$ cat src/rtl/mtx_pkg.sv
`default_nettype none
// ============================================================================
// mtx_pkg : shared sizes and sequencer state encoding for the MOPA sequencer
// Rev 1.0 : initial release
// ============================================================================
package mtx_pkg;

   localparam int N_ROWS  = 4;
   localparam int ELEM_W  = 32;
   localparam int ROW_W   = N_ROWS * ELEM_W;
   localparam int RIDX_W  = (N_ROWS > 1) ? $clog2(N_ROWS) : 1;
   localparam int MREG_AW = 2;

   typedef enum logic [2:0] {
      ST_IDLE  = 3'd0,
      ST_READ  = 3'd1,
      ST_MAC   = 3'd2,
      ST_WAIT  = 3'd3,
      ST_WRITE = 3'd4,
      ST_DRAIN = 3'd5
   } mopa_state_e;

endpackage
`default_nettype wire

$ cat src/rtl/mopa_seq.sv
`default_nettype none
// ============================================================================
// mopa_seq : row-by-row sequencer for a matrix outer-product accumulate (MOPA)
// Rev 1.0 : initial release
// ============================================================================
module mopa_seq
   import mtx_pkg::*;
#(
   parameter int  N_ROWS  = mtx_pkg::N_ROWS,
   parameter int  ELEM_W  = mtx_pkg::ELEM_W,
   parameter int  MREG_AW = mtx_pkg::MREG_AW,
   localparam int ROW_W   = N_ROWS * ELEM_W,
   localparam int RIDX_W  = (N_ROWS > 1) ? $clog2(N_ROWS) : 1
) (
   input  logic               clk,
   input  logic               rst,
   input  logic               flush,
   input  logic               issue_valid,
   input  logic [MREG_AW-1:0] issue_rd,
   input  logic [ROW_W-1:0]   issue_a,
   input  logic [ROW_W-1:0]   issue_b,
   output logic               issue_ready,
   output logic               busy,
   output logic               mrd_en,
   output logic [MREG_AW-1:0] mrd_mat,
   output logic [RIDX_W-1:0]  mrd_row,
   input  logic [ROW_W-1:0]   mrd_data,
   output logic               mac_valid,
   input  logic               mac_ready,
   output logic [ROW_W-1:0]   mac_acc,
   output logic [ELEM_W-1:0]  mac_scalar,
   output logic [ROW_W-1:0]   mac_vec,
   input  logic               mac_res_valid,
   input  logic [ROW_W-1:0]   mac_res,
   output logic               mwr_en,
   output logic [MREG_AW-1:0] mwr_mat,
   output logic [RIDX_W-1:0]  mwr_row,
   output logic [ROW_W-1:0]   mwr_data,
   output logic               done
);

   localparam logic [RIDX_W-1:0] LAST_ROW = RIDX_W'(N_ROWS - 1);

   mopa_state_e        state;
   logic [RIDX_W-1:0]  row;
   logic [MREG_AW-1:0] rd_q;
   logic [ROW_W-1:0]   a_q;
   logic [ROW_W-1:0]   b_q;
   logic [ROW_W-1:0]   acc_q;
   logic [ROW_W-1:0]   res_q;
   logic               mac_first;
   logic [ELEM_W-1:0]  a_sel;

   always_ff @(posedge clk or posedge rst) begin
      if (rst) begin
         state     <= ST_IDLE;
         row       <= '0;
         rd_q      <= '0;
         a_q       <= '0;
         b_q       <= '0;
         acc_q     <= '0;
         res_q     <= '0;
         mac_first <= 1'b0;
      end else begin
         case (state)
            ST_IDLE: begin
               if (issue_valid && !flush) begin
                  rd_q  <= issue_rd;
                  a_q   <= issue_a;
                  b_q   <= issue_b;
                  row   <= '0;
                  state <= ST_READ;
               end
            end
            ST_READ: begin
               mac_first <= !flush;
               state     <= flush ? ST_IDLE : ST_MAC;
            end
            ST_MAC: begin
               // Read data is only guaranteed during the first MAC cycle; hold it for stalls.
               if (mac_first)
                  acc_q <= mrd_data;
               mac_first <= 1'b0;
               if (mac_ready)
                  state <= flush ? ST_DRAIN : ST_WAIT;
               else if (flush)
                  state <= ST_IDLE;
            end
            ST_WAIT: begin
               if (mac_res_valid) begin
                  if (flush) begin
                     state <= ST_IDLE;
                  end else begin
                     res_q <= mac_res;
                     state <= ST_WRITE;
                  end
               end else if (flush) begin
                  state <= ST_DRAIN;
               end
            end
            ST_WRITE: begin
               if (flush || row == LAST_ROW) begin
                  state <= ST_IDLE;
               end else begin
                  row   <= row + 1'b1;
                  state <= ST_READ;
               end
            end
            ST_DRAIN: begin
               // The in-flight MAC result must be swallowed before a new operation starts.
               if (mac_res_valid)
                  state <= ST_IDLE;
            end
            default: state <= ST_IDLE;
         endcase
      end
   end

   always_comb begin
      a_sel = '0;
      for (int k = 0; k < N_ROWS; k++) begin
         if (row == RIDX_W'(k))
            a_sel = a_q[k*ELEM_W +: ELEM_W];
      end
   end

   assign issue_ready = (state == ST_IDLE);
   assign busy        = (state != ST_IDLE);

   assign mrd_en      = (state == ST_READ);
   assign mrd_mat     = rd_q;
   assign mrd_row     = row;

   assign mac_valid   = (state == ST_MAC);
   assign mac_acc     = mac_first ? mrd_data : acc_q;
   assign mac_scalar  = a_sel;
   assign mac_vec     = b_q;

   assign mwr_en      = (state == ST_WRITE) && !flush;
   assign mwr_mat     = rd_q;
   assign mwr_row     = row;
   assign mwr_data    = res_q;
   assign done        = mwr_en && (row == LAST_ROW);

endmodule
`default_nettype wire

$ cat config.mk
export PLATFORM = sky130hd
export DESIGN_NAME = mopa_seq
export DESIGN_NICKNAME = d
export VERILOG_FILES = /design/src/rtl/mtx_pkg.sv /design/src/rtl/mopa_seq.sv
export SDC_FILE = /design/constraint.sdc
export NUM_CORES = 1
export LEC_CHECK = 0
export CAP_MARGIN = 10
export CORE_AREA = 2 2 369 371
export DETAILED_ROUTE_END_ITERATION = 8
export DIE_AREA = 0 0 371 373
export GPL_TIMING_DRIVEN = 0
export HOLD_SLACK_MARGIN = 0.08
export REMOVE_ABC_BUFFERS = 1
export SETUP_SLACK_MARGIN = 0.2
export SYNTH_ARGS = -nofsm -noshare
export SYNTH_HDL_FRONTEND = slang
export SYNTH_SLANG_ARGS = --single-unit
$ cat constraint.sdc
create_clock -name clk -period 17.63 [get_ports clk]
set_input_delay 2.6445 -clock clk [delete_from_list [all_inputs] [get_ports clk]]
set_output_delay 2.6445 -clock clk [all_outputs]
set_load 0.005 [all_outputs]
# Word-level counts from Yosys, hierarchy flattened
# Cells that the tools add are included.
[classes]
bitwise = 1
addsub = 1
n_eq_ne = 13
n_mux = 20
n_reduce_logical = 14
[op_table]
columns = ["cell", "n"]
rows = [
  ["two-way mux 128 bit", 1],
  ["two-way mux 32 bit", 4],
  ["two-way mux 3 bit", 8],
  ["one-hot mux 3 bit (6 select lines)", 1],
  ["equality test 3 x 2 -> 1 bit (second input constant)", 2],
  ["equality test 3 bit (second input constant)", 2],
  ["two-way mux 2 bit", 3],
  ["AND reduction 3 bit", 2],
  ["equality test 2 bit (second input constant)", 2],
  ["!= test 2 bit (second input constant)", 2],
  ["one-hot mux 2 bit (2 select lines)", 1],
  ["AND reduction 4 bit", 1],
  ["nonzero test 2 bit", 2],
  ["equality test 3 x 1 -> 1 bit (second input constant)", 1],
  ["logical AND 1 bit", 3],
  ["zero test 3 bit", 1],
  ["!= test 3 x 2 -> 1 bit (second input constant)", 1],
  ["!= test 3 bit (second input constant)", 1],
  ["nonzero test 3 bit", 1],
  ["adder 2 x 1 -> 2 bit (second input constant)", 1],
  ["equality test 2 x 1 -> 1 bit (second input constant)", 1],
  ["zero test 2 bit", 1],
  ["!= test 2 x 1 -> 1 bit (second input constant)", 1],
  ["one-hot mux 1 bit (2 select lines)", 1],
  ["other kinds (5)", 5],
]
[totals]
wordCells = 57
output_inout_bits = 430
inputBits = 520
ff_bits = 520

# Logic depth before layout (Yosys ltp)
[depth]
ltp_word = 5
ltp_mapped = 8
ltp_nobuf = 6

# Worst setup path before layout
# Ideal clock, no wire load.
[synth_timing]
kind = "input port to output port"
startpoint = "in flush"
endpoint = "out done"
n_path_buf = 1
arrival_ps = 3430
setup_slack_ps = 11555
path_stages = 3
t_required_ps = 14985
cell_sequence = "clkbuf_1 nor4b_1 and2_1"
[synth_via]
elab_chain_len = 3
[synth_lines]
columns = ["element", "line", "rtl"]
rows = [
  ["start, declared", "mopa_seq.sv:17", "input logic flush,"],
  ["zero test 1 bit", "mopa_seq.sv:139", "assign mwr_en = (state == ST_WRITE) && !flush;"],
  ["logical AND 1 bit", "mopa_seq.sv:139", ""],
  ["named net mwr_en", "mopa_seq.sv:35", "output logic mwr_en,"],
  ["logical AND 1 bit", "mopa_seq.sv:143", "assign done = mwr_en && (row == LAST_ROW);"],
  ["end, declared", "mopa_seq.sv:39", "output logic done"],
]
# The timed path passes the listed nets, and every way through them passes these cells.

# Worst setup path in the final report
[layout_timing]
startpoint = "in flush"
endpoint = "out mwr_en"
[layout_via]
elab_chain_len = 2
[layout_lines]
columns = ["element", "line"]
rows = [
  ["zero test 1 bit", "mopa_seq.sv:139"],
  ["logical AND 1 bit", "mopa_seq.sv:139"],
  ["end, declared", "mopa_seq.sv:35"],
]
# No other way between the ends.

==> summary.md <==
| Metric | Value |
|---|---|
| P&R area growth vs syn | `61.8%` |
| WS Path Type | `input port to output port` |
| Post-synthesis mux area share | `35.1%` |
| Worst-Margin Slew | `1.52 ns` |
| Finished Layout Cells | `4289` |
| CTS resizes | `0` |
| Final core utilization | `27.4%` |
| Residual DRC | `0` |
| Initial core utilization | `17.0%` |
| Pre-CTS setup slack | `9.84 ns` |
| Layout cell share with drive strength beyond 1 | `31.8%` |
| Fmax | `0.125 GHz` |
| Compound-gate portion of the synthesized area | `2.37%` |
| #FFs+latches synth | `520` |
| Fillers | `13875` |
| Placed cells | `4159` |
| Postcts setup bufs | `0` |
| Required time of the critical path | `14.99 ns` |
| Unrepaired setup endpoints after global routing | `false` |
| Most common cell after layout, fill and taps aside | `clkdlybuf4s50_1` |
| FF-to-FF End | `a_q[118]` |
| Post-synthesis xor/xnor area fraction | `0%` |
| GRT Util Overall | `12.7%` |
| Status | `complete, but fails checks` |
| Input/output buffers | `949` |
| Clock transition at path regs | `0.05 ns` |
| Grt total ovfl | `0` |
| Hold Crit Class | `flop to flop` |
| Rel. slew slack | `-2.96%` |
| Leak pwr | `15.4 nW` |
| Netlist Area Pre-Place | `22800 um^2` |
| Worst Path Max Fanout | `9` |
| Synthesized instance count | `1497` |
| CP endpoint kind | `output port` |
| Synth Flop Type | `dfrtp_1` |
| Crit path from | `flush` |
| Fin crit period | `7.99 ns` |
| Failing checks | `max-capacitance violations, max-slew violations` |
| Most frequent cells in the layout | `949 x clkdlybuf4s50_1, 519 x dfrtp_1, 446 x mux2_2` |
| Post-DRT Antenna Nets | `0` |
| Largest net degree at the start of global routing | `118` |
| R2r worst-path depth | `6` |
| Flop2flop setup slack | `14.64 ns` |
| WL/cell | `21.1 um` |
| Buffer levels on the longest clock path | `3` |
| Initial antenna violation count | `31` |
| Hold_buf cts | `0` |
| Yosys warns | `0` |
| TritonCTS buffer count | `69` |
| DRT iter0 DRCs | `578` |
| First-pass GRT wire length | `125 mm` |
| Die X | `371 um` |
| Die area | `138000 um^2` |
| Routed WL | `90.5 mm` |
| CP arrival | `5.34 ns` |
| CP Launch Type | `input port` |
| Synth Area in Simple Gates | `2.64%` |
| Worst skew pair latency | `0.64 ns` |
| Setup ws final | `9.64 ns` |
| Adder-Cell Fraction of Synth Area | `0.219%` |
| Number of global-route vias before repair | `16467` |
| TritonCTS clock tree | `built` |
| Unique cell type count in the Yosys netlist | `28` |
| Cell Pwr Density | `182 nW/um^2` |
| # clock sinks | `520` |
| H-tree depth | `3` |
| Worst Clk Skew | `0.0195 ns` |
| Post-synth ARST share | `100%` |
| Pre-Repair DR Iteration Count | `4` |
| Via count | `15956` |
| Clk root buf | `clkbuf_16` |
| Post-synth EDFFs | `0` |
| Syn_area_per_cell | `15.3 um^2` |
| Multi-input combinational cell area | `9250 um^2` |
| Register area | `13000 um^2` |
| Critical Path End | `mwr_en` |
| Final Max Tran Viols | `4` |
| Final #Nets | `2973` |
| Ports | `950` |
| DR vias/cell | `3.72` |
| Final period util | `45.3%` |
| Maximum vdd ir drop | `0.114 mV` |
| Largest family of logic cells by synthesized area | `multiplexers` |
| Seq/Total Area, Yosys | `57.0%` |
| Post-DP HPWL | `70.9 mm` |
| Std-Cell Rows | `135` |
| Routability cong. | `0.772` |
| Core area | `135000 um^2` |
| Height of the die | `373 um` |
| Final hold vios | `0` |
| Setup violators final | `0` |
| Max-cap violations | `1` |
| RR Startpoint | `state[0]` |
## how the worst min path moves through the flow
stage,from,to,depth (start not counted)
floorplan,acc_q[0],acc_q[0],1
global placement,acc_q[109],acc_q[109],1
detailed placement,mac_vec[115],mac_vec[115],1
CTS,acc_q[57],acc_q[57],1
global route,acc_q[102],acc_q[102],1
finish,acc_q[35],acc_q[35],1
## state kept, by name (all words and copies together) (netlist names)
name,cells
acc_q,128
mac_vec,128
mwr_data,128
mrd_row,2
mac_first,1
mrd_mat,2
state,3
a_q,128
## worst max-delay path, cell delays in order
cell and delay (ns):
clkdlybuf4s50_1 0.57, nor4b_1 1.27, clkdlybuf4s50_1 0.86
## synth_stat cells, drive strengths merged (2+ instances only)
cell type	count	share of area, %
nor2	4	0.066
o21ai	38	0.83
clkbuf	35	0.58
a21oi	65	1.4
nand2b	3	0.082
mux2	644	35
nor2b	2	0.055
nand3b	32	1.1
ha	4	0.22
nand2	65	1.1
inv	5	0.082
and2	2	0.055
nor3b	2	0.066
buf	66	2.1
dfrtp	520	57
nand3	2	0.044
## where the power goes
part	internal (mW)	switching [mW]	total, mW
Sequential	1.80	0.335	2.14
Combinational	2.01	1.16	3.16
Clock	0.849	0.581	1.43
Total	4.66	2.07	6.73
## cells by family after synthesis
| logic type | Yosys count |
|---|---|
| AOI/OAI and AO/OA | 106 |
| adders and majority gates | 4 |
| buffers and inverters | 106 |
| DFF | 520 |
| muxes | 645 |
| and+or+nand+nor | 116 |
## final cells by class
| cell class | instances | share of cell area [%] |
|---|---|---|
| multi-input combinational | 871 | 25.0 |
| clock buffer | 94 | 5.25 |
| antenna | 11 | 0.0745 |
| tap | 1781 | 6.03 |
| sequential | 520 | 35.2 |
| inverter | 5 | 0.0711 |
| timing repair buffer | 982 | 27.4 |
| clock inverter | 25 | 0.894 |
## metal layers
| metal | vias up | global-route usage, % | routed length [um] |
|---|---|---|---|
| li1 | 7263 | - | - |
| met1 | 7913 | 15.0 | 36200 |
| met2 | 603 | 20.8 | 42600 |
| met3 | 151 | 5.06 | 9310 |
| met4 | 26 | 4.06 | 2310 |
| met5 | - | 0 | 161 |
## stage by stage
stage / TNS [ns] / power (mW) / hold slack (ns) / instance area [um^2]
final: 0 / 6.73 / 0.499 / 36900
after detailed placement: 0 / 5.38 / 0.490 / 34600
after floorplan: 0 / 3.67 / 0.477 / 22200
after CTS: 0 / 6.87 / 0.504 / 36900
after global routing: 0 / 7.13 / 0.508 / 36900
after global placement: -4815.17 / 5.58 / 0.485 / 34000
(Power assumes the default switching activity.)
